File: config.mk
export PLATFORM = sky130hd
export DESIGN_NAME = stream_mux_rr_flat
export DESIGN_NICKNAME = d
export VERILOG_FILES = /design/src/rtl/stream_mux_pkg.sv /design/src/rtl/stream_mux_rr_if.sv /design/src/rtl/stream_mux_rr_arbiter.sv /design/src/rtl/stream_mux_rr.sv /design/src/flat_wrapper.sv
export SDC_FILE = /design/constraint.sdc
export NUM_CORES = 1
export LEC_CHECK = 0
export CORE_MARGIN = 3
export CORE_UTILIZATION = 25
export CTS_CLUSTER_DIAMETER = 40
export CTS_CLUSTER_SIZE = 16
export DETAILED_ROUTE_END_ITERATION = 7
export PLACE_DENSITY_LB_ADDON = 0.05
export SLEW_MARGIN = 5
export SYNTH_ARGS = -nofsm -noshare
export SYNTH_HDL_FRONTEND = slang
export SYNTH_HIERARCHICAL = 1
export SYNTH_SLANG_ARGS = --single-unit
File: constraint.sdc
create_clock -name clk -period 6.1 [get_ports clk]
set_clock_uncertainty 0.1 [all_clocks]
set_input_delay 0.61 -clock clk [delete_from_list [all_inputs] [get_ports clk]]
set_output_delay 0.61 -clock clk [all_outputs]
set_load 0.005 [all_outputs]
File: src/rtl/stream_mux_pkg.sv
// Shared types and helpers for the round-robin stream multiplexer.
// Optional packet lock is enabled by defining STREAM_MUX_LOCK_EN.
package stream_mux_pkg;

    typedef enum logic {
        MODE_FIXED = 1'b0,
        MODE_RR    = 1'b1
    } mode_e;

    typedef enum logic {
        ST_IDLE,
        ST_LOCKED
    } lock_state_e;

    // Index width for n channels, never narrower than one bit.
    function automatic int idx_w(input int n);
        return (n > 1) ? $clog2(n) : 1;
    endfunction

endpackage

File: src/rtl/stream_mux_rr_if.sv
// Handshake and data bundle between producers, the mux and the consumer.
// master = producer/consumer environment, slave = the multiplexer.
interface stream_mux_rr_if
    import stream_mux_pkg::*;
#(
    parameter int NUM_CH = 8,
    parameter int DATA_W = 12
);
    localparam int CH_W = idx_w(NUM_CH);

    mode_e                      mode;
    logic [CH_W-1:0]            sel;
    logic [NUM_CH-1:0]          in_valid;
    logic [NUM_CH*DATA_W-1:0]   in_data;
    logic [NUM_CH-1:0]          in_last;
    logic [NUM_CH-1:0]          in_ready;
    logic                       out_valid;
    logic [DATA_W-1:0]          out_data;
    logic [CH_W-1:0]            out_ch;
    logic                       out_last;
    logic                       out_ready;

    modport master (
        output mode, sel, in_valid, in_data, in_last, out_ready,
        input  in_ready, out_valid, out_data, out_ch, out_last
    );

    modport slave (
        input  mode, sel, in_valid, in_data, in_last, out_ready,
        output in_ready, out_valid, out_data, out_ch, out_last
    );

endinterface

File: src/rtl/stream_mux_rr_arbiter.sv
// Rotating-priority encoder: the first requester after ptr wins, wrapping
// from NUM_CH-1 back to 0; ptr itself has the lowest priority.
module rr_arbiter
    import stream_mux_pkg::*;
#(
    parameter  int NUM_CH = 8,
    localparam int CH_W   = idx_w(NUM_CH)
) (
    input  logic [NUM_CH-1:0] req,
    input  logic [CH_W-1:0]   ptr,
    output logic              gnt_vld,
    output logic [CH_W-1:0]   gnt_idx
);

    // Scan from furthest to nearest so the nearest requester after ptr is the last write.
    always_comb begin
        // NOTE: every output gets a default before any branch, otherwise a latch is inferred.
        gnt_vld = 1'b0;
        gnt_idx = '0;
        for (int k = NUM_CH; k >= 1; k--) begin
            if (req[(int'(ptr) + k) % NUM_CH]) begin
                gnt_vld = 1'b1;
                gnt_idx = CH_W'((int'(ptr) + k) % NUM_CH);
            end
        end
    end

endmodule

File: src/rtl/stream_mux_rr.sv
// Registered N-channel stream multiplexer with FIXED or round-robin selection.
// Define STREAM_MUX_LOCK_EN to keep a channel granted until its last beat.
module stream_mux_rr
    import stream_mux_pkg::*;
#(
    parameter int NUM_CH = 8,
    parameter int DATA_W = 12
) (
    input  logic           clk,
    input  logic           rst,
    stream_mux_rr_if.slave bus
);
    localparam int CH_W = idx_w(NUM_CH);

    logic              load_en;
    logic              grant;
    logic              accept;
    logic [CH_W-1:0]   gnt_idx;
    logic [CH_W-1:0]   rr_ptr;
    logic              rr_vld;
    logic [CH_W-1:0]   rr_idx;
    logic              locked;
    logic [CH_W-1:0]   lock_ch;

    rr_arbiter #(.NUM_CH(NUM_CH)) u_arb (
        .req     (bus.in_valid),
        .ptr     (rr_ptr),
        .gnt_vld (rr_vld),
        .gnt_idx (rr_idx)
    );

    // The output register can take a new beat when empty or draining this cycle.
    assign load_en = !bus.out_valid || bus.out_ready;

`ifdef STREAM_MUX_LOCK_EN
    lock_state_e     state, state_nxt;
    logic [CH_W-1:0] lock_ch_nxt;
    logic            last_q;

    // Lock state register.
    always_ff @(posedge clk) begin
        // NOTE: reset is synchronous, so it sits inside the clocked branch and only acts on an edge.
        if (rst) begin
            state   <= ST_IDLE;
            lock_ch <= '0;
        end else begin
            state   <= state_nxt;
            lock_ch <= lock_ch_nxt;
        end
    end

    // A non-last beat locks onto its channel; the last beat releases the lock.
    always_comb begin
        state_nxt   = state;
        lock_ch_nxt = lock_ch;
        if (accept) begin
            if (bus.in_last[gnt_idx]) begin
                state_nxt = ST_IDLE;
            end else begin
                state_nxt   = ST_LOCKED;
                lock_ch_nxt = gnt_idx;
            end
        end
    end

    assign locked = (state == ST_LOCKED);

    // End-of-packet flag travels with its beat.
    always_ff @(posedge clk) begin
        if (rst)         last_q <= 1'b0;
        else if (accept) last_q <= bus.in_last[gnt_idx];
    end

    assign bus.out_last = last_q;
`else
    assign locked       = 1'b0;
    assign lock_ch      = '0;
    assign bus.out_last = 1'b0;
`endif

    // Grant selection: lock overrides mode; FIXED grants sel even without valid data.
    always_comb begin
        grant   = 1'b0;
        gnt_idx = '0;
        if (locked) begin
            grant   = 1'b1;
            gnt_idx = lock_ch;
        end else if (bus.mode == MODE_FIXED) begin
            grant   = (int'(bus.sel) < NUM_CH);
            gnt_idx = bus.sel;
        end else begin
            grant   = rr_vld;
            gnt_idx = rr_idx;
        end
    end

    assign accept = grant && load_en && !rst && bus.in_valid[gnt_idx];

    // One-hot ready toward the granted channel, independent of its valid.
    always_comb begin
        bus.in_ready = '0;
        if (grant && load_en && !rst) begin
            bus.in_ready[gnt_idx] = 1'b1;
        end
    end

    // Output register and round-robin pointer.
    always_ff @(posedge clk) begin
        // NOTE: sequential state uses non-blocking assignments so all registers update together.
        if (rst) begin
            bus.out_valid <= 1'b0;
            bus.out_data  <= '0;
            bus.out_ch    <= '0;
            rr_ptr        <= CH_W'(NUM_CH - 1);
        end else if (accept) begin
            bus.out_valid <= 1'b1;
            bus.out_data  <= bus.in_data[int'(gnt_idx) * DATA_W +: DATA_W];
            bus.out_ch    <= gnt_idx;
            rr_ptr        <= gnt_idx;
        end else if (load_en) begin
            bus.out_valid <= 1'b0;
        end
    end

endmodule
File: src/flat_wrapper.sv
// flat-port wrapper written by rule: the top's interface ports become plain ports
module stream_mux_rr_flat import stream_mux_pkg::*;
#(
    parameter int NUM_CH = 8,
    parameter int DATA_W = 12
)
  (clk, rst, bus_mode, bus_sel, bus_in_valid, bus_in_data, bus_in_last, bus_out_ready, bus_in_ready, bus_out_valid, bus_out_data, bus_out_ch, bus_out_last);
  stream_mux_rr_if #(.NUM_CH(NUM_CH), .DATA_W(DATA_W)) bus_i ();
  input  logic clk;
  input  logic rst;
  input wire logic [$bits(bus_i.mode)-1:0] bus_mode;
  input wire logic [$bits(bus_i.sel)-1:0] bus_sel;
  input wire logic [$bits(bus_i.in_valid)-1:0] bus_in_valid;
  input wire logic [$bits(bus_i.in_data)-1:0] bus_in_data;
  input wire logic [$bits(bus_i.in_last)-1:0] bus_in_last;
  input wire logic [$bits(bus_i.out_ready)-1:0] bus_out_ready;
  output wire logic [$bits(bus_i.in_ready)-1:0] bus_in_ready;
  output wire logic [$bits(bus_i.out_valid)-1:0] bus_out_valid;
  output wire logic [$bits(bus_i.out_data)-1:0] bus_out_data;
  output wire logic [$bits(bus_i.out_ch)-1:0] bus_out_ch;
  output wire logic [$bits(bus_i.out_last)-1:0] bus_out_last;
  assign bus_i.mode = bus_mode;
  assign bus_i.sel = bus_sel;
  assign bus_i.in_valid = bus_in_valid;
  assign bus_i.in_data = bus_in_data;
  assign bus_i.in_last = bus_in_last;
  assign bus_i.out_ready = bus_out_ready;
  assign bus_in_ready = bus_i.in_ready;
  assign bus_out_valid = bus_i.out_valid;
  assign bus_out_data = bus_i.out_data;
  assign bus_out_ch = bus_i.out_ch;
  assign bus_out_last = bus_i.out_last;
  stream_mux_rr #(.NUM_CH(NUM_CH), .DATA_W(DATA_W)) u_core (.clk(clk), .rst(rst), .bus(bus_i));
endmodule
==> results.md, run 1 <==
* Seq/Total Area, Yosys at 16.2%
* Die H at 103 um
* Routed Antenna Nets at 0
* Worst r2r src: u_core/rr_ptr[1]
* Minimum clock period at 5.15 ns
* CTS root buffer: clkbuf_8
* Worst R2R Path Depth at 13
* Die Wd at 103 um
* Max VDD drop at 0.211 mV
* Clk sinks at 19
* Largest fanout on the critical path at 13
* Mapped Nets at 391
* Leakage at 1.59 nW
* Drt pass-1 iters at 4
* Syn_area_per_cell at 8.71 sq um
* Initial Utilization at 26.3%
* Final worst path period share at 84.5%
* Post_cts resized at 0
* Ys Warns at 6
* Post-CTS Setup Inserts at 0
* Tot Pwr at 0.00180 W
* Post-synth EDFFs at 0
* Clk slew on worst S/H paths at 0.08 ns
* Worst min path class: flip-flop to flip-flop
* Port Buf Inserts at 134
* CTS buffer count at 3
* Cell Pwr Density at 474 mW/mm^2
* Routed len/inst at 18.0 um
* RSZ-0062 raised after global routing: false
* Gr usage total at 16.7%
* Routed via count at 2505
* Hold Crit Start: u_core/bus.out_data[4]
* Setup-failing EPs final at 0
* Cells on Worst Hold Path at 2
* Core Footprint at 0.00893 sq mm
* FMAX at 194 MHz
* Slew Viols, Final at 0
* CP startpoint kind: flip-flop
* Routed met3 length at 808 um
* M1 wire length at 3.65 mm
* Final hold violations at 0
* Required time worst endpoint at 5.39 ns
* Worst slew pin tran at 0.761 ns
* Setup TNS at 0 ns
* I/O pins at 144
* Post-synth top flop: dfxtp_1
* Worst EP arrival at 4.44 ns
* Layout Area Growth over Synthesis at 61.8%
* H-tree depth at 1
* Clock Path Buffers at 2
* Die ar. at 0.0106 sq mm
* Worst Hold Path EP: u_core/bus.out_data[4]
* DRC viols at 0
* Hold WS at 0.376 ns
* FFs w/ async S/R, synth at 0%
* CTS tree: built
* Fraction of layout cells with a size suffix above 1 at 9.11%
* Distinct cells, synth at 44
* Initial antenna violation count at 0
* Worst reg-to-reg setup slack at 1.03 ns
* Synth Register Bits at 19
* Largest net degree at the start of global routing at 40
* Status: complete, no violations
* GPL Wtd Cong at 0.816
* Met2 routed WL at 4.48 mm
* Max layer used: met4
* Worst setup path class: flip-flop to primary output
* Worst setup EP type: primary output
* Ant. Diodes at 0
* Netlist Area Pre-Place at 0.00235 sq mm
* Vias in the first global route at 2525
* Hold Buf Count CTS at 0
* Clock Latency Late Sink at 0.26 ns
* Nets at 517
* Initial DRC Count at 106
* Cells after Synth at 270
* Max-slew headroom at 49.1%
* Count of standard-cell rows at 34
* Max Cap Viol at 0
* Remaining Overflow, GRT at 0
* Final WL at 9.03 mm
* DP HPWL at 7.49 mm
* First-pass GRT wire length at 13.7 mm
* Vias per cell at 4.98
* Worst r2r dst: u_core/bus.out_ch[2]
==> per-stage QoR <==
stage / utilization [%] / setup slack, ns / instance area [sq um] / cells
after global placement: 42.1 / 1.01 / 3760 / 499
after detailed placement: 42.1 / 0.983 / 3760 / 499
after CTS: 42.6 / 0.864 / 3800 / 503
after global routing: 42.6 / 0.658 / 3800 / 503
after floorplan: - / 1.79 / 2350 / 270
final: 42.6 / 0.948 / 3800 / 503
==> metal layers <==
metal  global-route usage [%]  vias to the layer above
met5                        0                        -
li1                         -                     1259
met3                     6.16                        6
met2                     29.8                      103
met4                     2.79                        0
met1                     19.4                     1137
==> cells by family after synthesis <==
kind of cell / synth area share, %
adders and majority gates: 1.06
other: 0.159
xor gates and xnor gates: 1.12
muxes: 44.0
and+or+nand+nor: 14.7
buffers and inverters: 7.45
AOI/OAI and AO/OA: 15.3
DFF: 16.2
==> state kept, by name, summed over array words and instances, names as in the netlist <==
register,cells
u_core/bus.out_data,12
u_core/rr_ptr,3
u_core/bus.out_ch,3
u_core/bus.out_valid,1
==> worst max-delay path, stage by stage, from the launching register on <==
cell and delay (ns):
dfxtp_1 0.66, inv_1 0.12, ha_1 0.51, mux4_2 0.61, mux2_4 0.33, or3_1 0.35, o311ai_1 0.23, a31oi_1 0.12
mux2i_4 0.38, nand2_1 0.19, nor2_1 0.13, clkdlybuf4s50_1 0.55
==> cell usage in the layout (no fill, tap or decap), types with 5 or more instances in the layout <==
| cell | netlist | final |
|---|---|---|
| nor2_1 | 32 | 32 |
| dfxtp_1 | 19 | 19 |
| mux2_2 | 10 | 10 |
| mux2i_1 | 68 | 68 |
| a21oi_1 | 6 | 6 |
| buf_4 | 1 | 8 |
| nand2_1 | 6 | 6 |
| o21ai_0 | 6 | 6 |
| mux4_2 | 9 | 9 |
| nand2b_1 | 16 | 16 |
| clkdlybuf4s50_1 | 0 | 134 |
| o22ai_1 | 24 | 24 |
| inv_1 | 8 | 8 |
| nor2b_1 | 5 | 5 |
==> cell type report <==
class,count,area (sq um)
Fill cell,922,5130
Multi-Input combinational cell,222,1810
Timing Repair Buffer,142,1400
Sequential cell,19,380
Tap cell,108,135
Clock buffer,3,41.3
Inverter,8,30.0
Clock inverter,1,5.00
==> report_power, final <==
part           internal (W)  switching (W)
Sequential         0.000170      0.0000377
Combinational      0.000723       0.000785
Clock             0.0000455      0.0000434
Total              0.000939       0.000866
==> synth_stat cells (3+ instances only) <==
cell      count  area (sq um)
a211oi_1      3          22.5
o22ai_1      24           150
buf_6         5          56.3
mux2i_1      68           681
a21oi_1       6          30.0
nand2_1       6          22.5
dfxtp_1      19           380
buf_2         7          35.0
clkbuf_1      7          26.3
o21ai_0       6          30.0
inv_1         8          30.0
a31oi_1       3          18.8
nor2b_1       5          31.3
nand3_1       3          15.0
mux2_2       10           113
mux4_2        9           203
nor2_1       32           120
nand2b_1     16           100
==> worst max-delay path by stage <==
stage                                       to  slack [ns]  depth (start not counted)             start
after floorplan           u_core/bus.out_ch[1]        1.79                         15  u_core/rr_ptr[1]
after detailed placement  u_core/bus.out_ch[2]        0.98                         13  u_core/rr_ptr[1]
final                          bus_in_ready[2]        0.95                         11  u_core/rr_ptr[1]
after CTS                      bus_in_ready[2]        0.86                         11  u_core/rr_ptr[1]
after global routing           bus_in_ready[2]        0.66                         11  u_core/rr_ptr[1]
after global placement    u_core/bus.out_ch[1]        1.01                         13  u_core/rr_ptr[1]
Power figures use the tool's default switching activity.
==> run 2, diff against run 1 <==
==> constraint.sdc (replaced) <==
create_clock -name clk -period 5.08 [get_ports clk]
set_clock_uncertainty 0.1 [all_clocks]
set_input_delay 0.508 -clock clk [delete_from_list [all_inputs] [get_ports clk]]
set_output_delay 0.508 -clock clk [all_outputs]
set_load 0.005 [all_outputs]
==> run 2 against run 1 <==
Critical path depth is 1 higher. Critical path type unchanged. First-iteration DRC count down 32%. Wire length grew 0.50%. Sequential share of layout area is 0.14 points lower.
==> results.md, run 2 (synthesis results as in run 1) <==
* Worst setup EP type: primary output
* FMAX at 216 MHz
* Largest fanout on the critical path at 8
* Initial DRC Count at 72
* Multi-input gate area at 0.00181 sq mm
* Final core utilization at 43.2%
* Routed met3 length at 812 um
* Required time worst endpoint at 4.47 ns
* Gr usage total at 16.7%
* Worst stage delay on the critical path at 0.62 ns
* Clk sinks at 19
* Max VDD drop at 0.201 mV
* Initial Utilization at 26.3%
* Comb power frac at 84.2%
* GPL Wtd Cong at 0.790
* CTS root buffer: clkbuf_8
* DRC viols at 0
* Count of standard-cell rows at 34
* CTS tree: built
* Layout Area Growth over Synthesis at 64.0%
* Register Area at 380 sq um
* Setup-failing EPs final at 0
* Ant. Diodes at 0
* Clock Path Buffers at 2
* Max-slew headroom at 46.8%
* Post_cts resized at 0
* First-pass GRT wire length at 13.6 mm
* CP startpoint kind: flip-flop
* Clock Latency Late Sink at 0.26 ns
* Fraction of layout cells with a size suffix above 1 at 10.3%
* Post-CTS Setup Inserts at 0
* Clock power frac at 5.1%
* Remaining Overflow, GRT at 0
* Routed len/inst at 17.9 um
* Die ar. at 0.0106 sq mm
* Final hold violations at 0
* Nets at 522
* Drt pass-1 iters at 4
* Sequential share of power at 10.7%
* Worst path slowest cell: mux4_2
* Worst-path cell chain: inv_1 > ha_1 > mux4_2 > mux2_4 > or3_1 > o311ai_1 > a31oi_1 > mux2i_4 > buf_4 > nand2_1 > nor2_1 > clkdlybuf4s50_1
* Biggest regs: u_core/bus.out_data (12), u_core/bus.out_ch (3), u_core/rr_ptr (3)
* Setup TNS at 0 ns
* Fillers at 934
* Status: complete, no violations
* Max layer used: met4
* Minimum clock period at 4.62 ns
* Max FFs per register at 12
* Final worst path period share at 91.0%
* Commonest non-fill, non-tap cell in the layout: clkdlybuf4s50_1
* Met2 routed WL at 4.45 mm
* I/O pins at 144
* Cell-internal power at 0.00117 W
* Vias in the first global route at 2587
* Cell Pwr Density at 577 mW/mm^2
* Max Cap Viol at 0
* Worst EP arrival at 4.02 ns
* Core Footprint at 0.00893 sq mm
* Clk slew on worst S/H paths at 0.08 ns
* Worst min path class: flip-flop to flip-flop
* Die Wd at 103 um
* Final WL at 9.08 mm
* Net Sw Frac at 47.3%
* Vias per cell at 5.13
* Sw Pwr at 0.00105 W
* CTS buffer count at 3
* M1 wire length at 3.70 mm
* Hold WS at 0.380 ns
* Hold Buf Count CTS at 0
* Initial antenna violation count at 0
* H-tree depth at 1
* Slew Viols, Final at 0
* Port Buf Inserts at 134
* DP HPWL at 7.58 mm
* Worst setup path class: flip-flop to primary output
* Die H at 103 um
* Largest reg by FF count: u_core/bus.out_data
* Routed Antenna Nets at 0
* Worst slew pin tran at 0.796 ns
* Leakage at 1.62 nW
* Routed via count at 2605
* Largest net degree at the start of global routing at 29
* Most frequent cells in the layout: clkdlybuf4s50_1, mux2i_1, nor2_1, o22ai_1, dfxtp_1
* RSZ-0062 raised after global routing: false
[run 2: cell types whose count changed in the layout (fill, tap and decap cells not counted), sizes merged]
cell / before / now
clkinvlp: 0 / 1
clkinv: 1 / 0
buf: 8 / 13
[run 2: routing by layer]
layer,up-vias,track usage [%]
met5,-,0
met4,0,3.88
met3,10,5.95
met2,106,28.9
met1,1218,19.9
li1,1271,-
[run 2: area by class of cell]
cell class / instances / share of cell area, %
clock buffers: 3 / 1.07
clock inverters: 1 / 0.195
inverters: 8 / 0.778
multi-input cells: 222 / 47.0
flip-flops and latches: 19 / 9.86
well taps: 108 / 3.50
repair buffers: 147 / 37.6
[run 2: power groups by stage]
| stage | logic, W | registers, W | clock network [W] |
|---|---|---|---|
| finish | 0.00187 | 0.000238 | 0.000114 |
| detailed placement | 0.00188 | 0.000240 | 0 |
| global route | 0.00205 | 0.000245 | 0.000126 |
| floorplan | 0.00132 | 0.000236 | 0 |
| CTS | 0.00189 | 0.000238 | 0.000119 |
| global placement | 0.00188 | 0.000239 | 0 |
[run 2: final timing paths]
| check | start | to | slack, ns | cells after the start |
|---|---|---|---|---|
| max | u_core/rr_ptr[1] | bus_in_ready[2] | 0.46 | 12 |
| min | u_core/bus.out_data[6] | u_core/bus.out_data[6] | 0.38 | 2 |
| max reg2reg | u_core/rr_ptr[1] | u_core/bus.out_ch[2] | 0.72 | 13 |
| min reg2reg | u_core/bus.out_data[6] | u_core/bus.out_data[6] | 0.38 | 2 |
[run 2: per-stage QoR]
step	std cells	cell area (sq um)	power [W]	setup slack, ns
detailed placement	504	3810	0.00212	0.553
global route	508	3860	0.00243	0.206
global placement	504	3810	0.00212	0.566
CTS	508	3860	0.00225	0.426
floorplan	270	2350	0.00156	0.766
finish	508	3860	0.00223	0.457
[run 2: worst max-delay path: cells and delay by family (launching register included)]
kind / cells / cell delay (ns)
muxes: 3 / 1.14
buffers and inverters: 3 / 0.80
and+or+nand+nor: 3 / 0.60
adders and majority gates: 1 / 0.50
AOI/OAI and AO/OA: 2 / 0.38
DFF: 1 / 0.33
==> run 3, diff against run 2 <==
--- a/config.mk
+++ b/config.mk
@@ -8,7 +8,6 @@
 export CORE_MARGIN = 3
 export CORE_UTILIZATION = 25
 export CTS_CLUSTER_DIAMETER = 40
-export CTS_CLUSTER_SIZE = 16
 export DETAILED_ROUTE_END_ITERATION = 7
 export PLACE_DENSITY_LB_ADDON = 0.05
 export SLEW_MARGIN = 5
==> results of run 3 <==
No change in the layout: final DEF, timing and power equal those of run 2.
==> RTL change 1 (flow settings as in run 2) <==
Build with the macro `STREAM_MUX_LOCK_EN` defined.
--- a/src/rtl/stream_mux_rr.sv
+++ b/src/rtl/stream_mux_rr.sv
@@ -1,5 +1,7 @@
 // Registered N-channel stream multiplexer with FIXED or round-robin selection.
 // Define STREAM_MUX_LOCK_EN to keep a channel granted until its last beat.
+`define STREAM_MUX_LOCK_EN
+
 module stream_mux_rr
     import stream_mux_pkg::*;
 #(
Function: not settled (the Yosys comparison gave no result); the edit may change what the design does.
==> RTL change 1 against run 2 <==
Synthesized cell count is the same; total power grew 43%; synthesized area grew 10%; design area grew 9.0%; maximum frequency shrank 2.4%; count of clock-buffer cells in the layout is the same; combinational power grew 44%; global-route usage shrank 1.8 points; register-to-register slack lost 170 ps; worst setup slack lost 110 ps; routed wire length shrank 2.6%; sequential cell count grew 5; final cell count grew 6.3%; critical endpoint unchanged; largest power group unchanged.
==> RTL change 1: results (changes against run 2) <==
* P_int at 1.69 mW (+44%)
* Post-CTS setup repair buffer count at 0 (unchanged)
* Vias/cell at 4.99 (-2.6%)
* Clk pwr share at 0.054 (+0.003)
* First-pass GRT wire length at 13900 um (+1.8%)
* Max clock buf depth at 2 (unchanged)
* P_comb at 2.69 mW (+44%)
* Worst min path class: flop to flop
* Largest net degree at the start of global routing at 24 (-17%)
* # nets final at 529 (+1.3%)
* Slew HR at 0.537 (+0.0694)
* TritonCTS buffer count at 3 (unchanged)
* Crit share post-route at 0.932 (+0.0219)
* Slowest stage delay, CP at approximately 630 ps
* Async set-or-reset flop fraction in the synthesized netlist at 0 (unchanged)
* Largest cells by area after synthesis: mux4_2 (28%), dfxtp_1 (18%), mux2i_1 (6.6%)
* Drt total wl at 8840 um (-2.6%)
* WL met3 at 713 um (-12%)
* R2r setup slk at 550 ps (-170 ps)
* Biggest register: u_core/bus.out_data
* CP arrival at 4130 ps (+110 ps)
* Dpl ws at 514 ps (-38.7 ps)
* Initial antenna violation count at 0 (unchanged)
* Hpwl dp at 7500 um (-1.0%)
* Htree depth at 1 (unchanged)
* Total global-route track usage at 0.149 (-0.0179)
* Leak at 1.54 nW (-4.5%)
* Commonest cells post-synth: nand2_1 (44), mux4_2 (32), dfxtp_1 (24), mux2i_1 (17)
* Share of layout cells above drive strength 1 at 0.172 (+0.0695)
* Yosys cell types at 51 (+16%)
* Gpl congestion at 0.791 (+0.15%)
* Vias in the first global route at 2747 (+6.2%)
* Met2 wire length at 4530 um (+1.8%)
* Status: completed
* DRT met1 WL at 3530 um (-4.6%)
* Final Hold Slack at 374 ps (-6.13 ps)
* CP Max Fanout at 8 (unchanged)
* Max VDD drop at 0.000363 V (+81%)
* Uppermost routed layer: met4
* I/O Buffers at 143 (+6.7%)
* Root Driver: clkbuf_8
* Max FFs per register at 12 (unchanged)
* First DRT Iteration DRCs at 87 (+21%)
* Max-slew violations at 0 (unchanged)
* Sequential area share after synthesis at 0.185 (+0.0233)
* Clock transition at path regs at 100 ps (+20 ps)
## RTL change 1: cell type report
type | count | area (sq um)
timing repair buffer | 155 | 1520
clock buffer | 3 | 41.3
clock inverter | 1 | 30.0
fill | 985 | 5750
tap | 133 | 166
multi-input combinational | 213 | 1930
sequential | 24 | 480
inverter | 11 | 41.3
## RTL change 1: cell families after synthesis
kind of cell,share of synthesized area
multiplexers,0.388
buffers and inverters,0.0809
AND/OR/NAND/NOR,0.140
flip-flops,0.185
adder cells (fa/ha/maj),0.00963
XOR/XNOR,0.0101
AO/OA/AOI/OAI,0.186
## RTL change 1: metrics by stage
step                      instances  area, sq um  power [mW]
after floorplan                 270         2600        2.43
after global placement          536         4140        3.06
after detailed placement        536         4140        3.05
after CTS                       540         4210        3.23
after global routing            540         4210        3.49
final                           540         4210        3.18
## RTL change 1: path summary, 6_finish.rpt
path / end / depth (start not counted) / startpoint
hold / removal: u_core/lock_ch[1] / 2 / u_core/lock_ch[1]
setup / recovery: bus_in_ready[2] / 12 / u_core/rr_ptr[1]
hold reg to reg: u_core/lock_ch[1] / 2 / u_core/lock_ch[1]
setup reg to reg: u_core/bus.out_ch[0] / 15 / u_core/rr_ptr[1]
## RTL change 1: layer usage
| metal | track usage | up-vias |
|---|---|---|
| met5 | 0 | - |
| met4 | 0.0243 | 0 |
| met3 | 0.0490 | 6 |
| met2 | 0.262 | 90 |
| met1 | 0.181 | 1284 |
| li1 | - | 1316 |
## RTL change 1: worst min-delay path: cells and delay by family (launching register included)
kind          cells  cell delay [ps]
simple gates      1               50
flops             1              320
mux               1               60
==> RTL change 2 (settings of run 2) <==
Without the edit above. `DATA_W` is set to 12 in 3 places; all go to 6.
--- a/src/rtl/stream_mux_rr_if.sv
+++ b/src/rtl/stream_mux_rr_if.sv
@@ -4,7 +4,7 @@
     import stream_mux_pkg::*;
 #(
     parameter int NUM_CH = 8,
-    parameter int DATA_W = 12
+    parameter int DATA_W = 6
 );
     localparam int CH_W = idx_w(NUM_CH);
 
--- a/src/rtl/stream_mux_rr.sv
+++ b/src/rtl/stream_mux_rr.sv
@@ -4,7 +4,7 @@
     import stream_mux_pkg::*;
 #(
     parameter int NUM_CH = 8,
-    parameter int DATA_W = 12
+    parameter int DATA_W = 6
 ) (
     input  logic           clk,
     input  logic           rst,
--- a/src/flat_wrapper.sv
+++ b/src/flat_wrapper.sv
@@ -2,7 +2,7 @@
 module stream_mux_rr_flat import stream_mux_pkg::*;
 #(
     parameter int NUM_CH = 8,
-    parameter int DATA_W = 12
+    parameter int DATA_W = 6
 )
   (clk, rst, bus_mode, bus_sel, bus_in_valid, bus_in_data, bus_in_last, bus_out_ready, bus_in_ready, bus_out_valid, bus_out_data, bus_out_ch, bus_out_last);
   stream_mux_rr_if #(.NUM_CH(NUM_CH), .DATA_W(DATA_W)) bus_i ();
Interface: changed (resized bus_in_data and bus_out_data); port bits go from 144 to 90. No check against the original RTL was run, so the function may have changed too.
==> RTL change 2 against run 2 <==
Total power fell by 25%; worst setup slack improved by 100 ps; sequential power down 26%; sequential cell count down 6; design area shrank 30%; combinational power down 25%; largest power group unchanged; routed wire length shrank 37%; synthesized area down 25%.
==> RTL change 2: results (changes against run 2) <==
* Met1 usage at 0.163 (-0.0360)
* Vias in the first global route at 1884 (-27%)
* DR pass1 iterations at 5 (+1)
* Vias/cell at 4.85 (-5.4%)
* Status: completed
* Largest net degree at the start of global routing at 17 (-41%)
* R2r setup slk at 650 ps (-70 ps)
* GR Util met2 at 0.258 (-0.0305)
* # nets final at 356 (-32%)
* Switching part of the total at 0.473 (+0.000474)
* Worst-skew pair later-pin latency at 240 ps (-20 ps)
* WL met3 at 380 um (-53%)
* Slew HR at 0.583 (+0.115)
* Drt total wl at 5700 um (-37%)
* I/O Buffers at 80 (-40%)
* Largest regs: u_core/bus.out_data (6), u_core/bus.out_ch (3), u_core/rr_ptr (3)
* Final Hold Slack at 357 ps (-22.8 ps)
* Share of layout cells above drive strength 1 at 0.128 (+0.0252)
* Number of fill cells at 694 (-26%)
* Yosys cell types at 42 (-4.5%)
* Grt met3 use at 0.0392 (-0.0203)
* Sequential power at 0.177 mW (-26%)
* Total global-route track usage at 0.139 (-0.0279)
* Max VDD drop at 0.000287 V (+43%)
* Vias post-DR at 1820 (-30%)
* Clock transition at path regs at 50 ps (-30 ps)
* Commonest cells post-synth: mux2i_1 (37), nor2_1 (23), dfxtp_1 (13), o22ai_1 (13)
* Gpl congestion at 0.736 (-6.8%)
* Post-synthesis instance total at 204 (-24%)
* Synth Area in Adders at 0.0142 (+0.00357)
RTL change 2: cell types whose count changed in the layout (fill, tap and decap cells not counted), moves of 6 or more:
cell,run 2,this run
dfxtp_1,19,13
mux2i_1,68,37
clkdlybuf4s50_1,134,80
nor2_1,32,23
o22ai_1,24,13
RTL change 2: worst paths after layout:
kind / endpoint / cells past startpoint
worst min-delay path: u_core/bus.out_ch[2] / 2
worst max-delay path: bus_in_ready[2] / 11
worst max register to register: u_core/bus.out_data[0] / 13
worst min register to register: u_core/bus.out_ch[2] / 2
RTL change 2: layout make-up:
class / instances / area (sq um) / share of cell area
Clock buffer: 4 / 45.0 / 0.0168
Multi-Input combinational cell: 169 / 1370 / 0.512
Tap cell: 93 / 116 / 0.0434
Sequential cell: 13 / 260 / 0.0971
Inverter: 9 / 33.8 / 0.0126
Timing Repair Buffer: 87 / 853 / 0.318
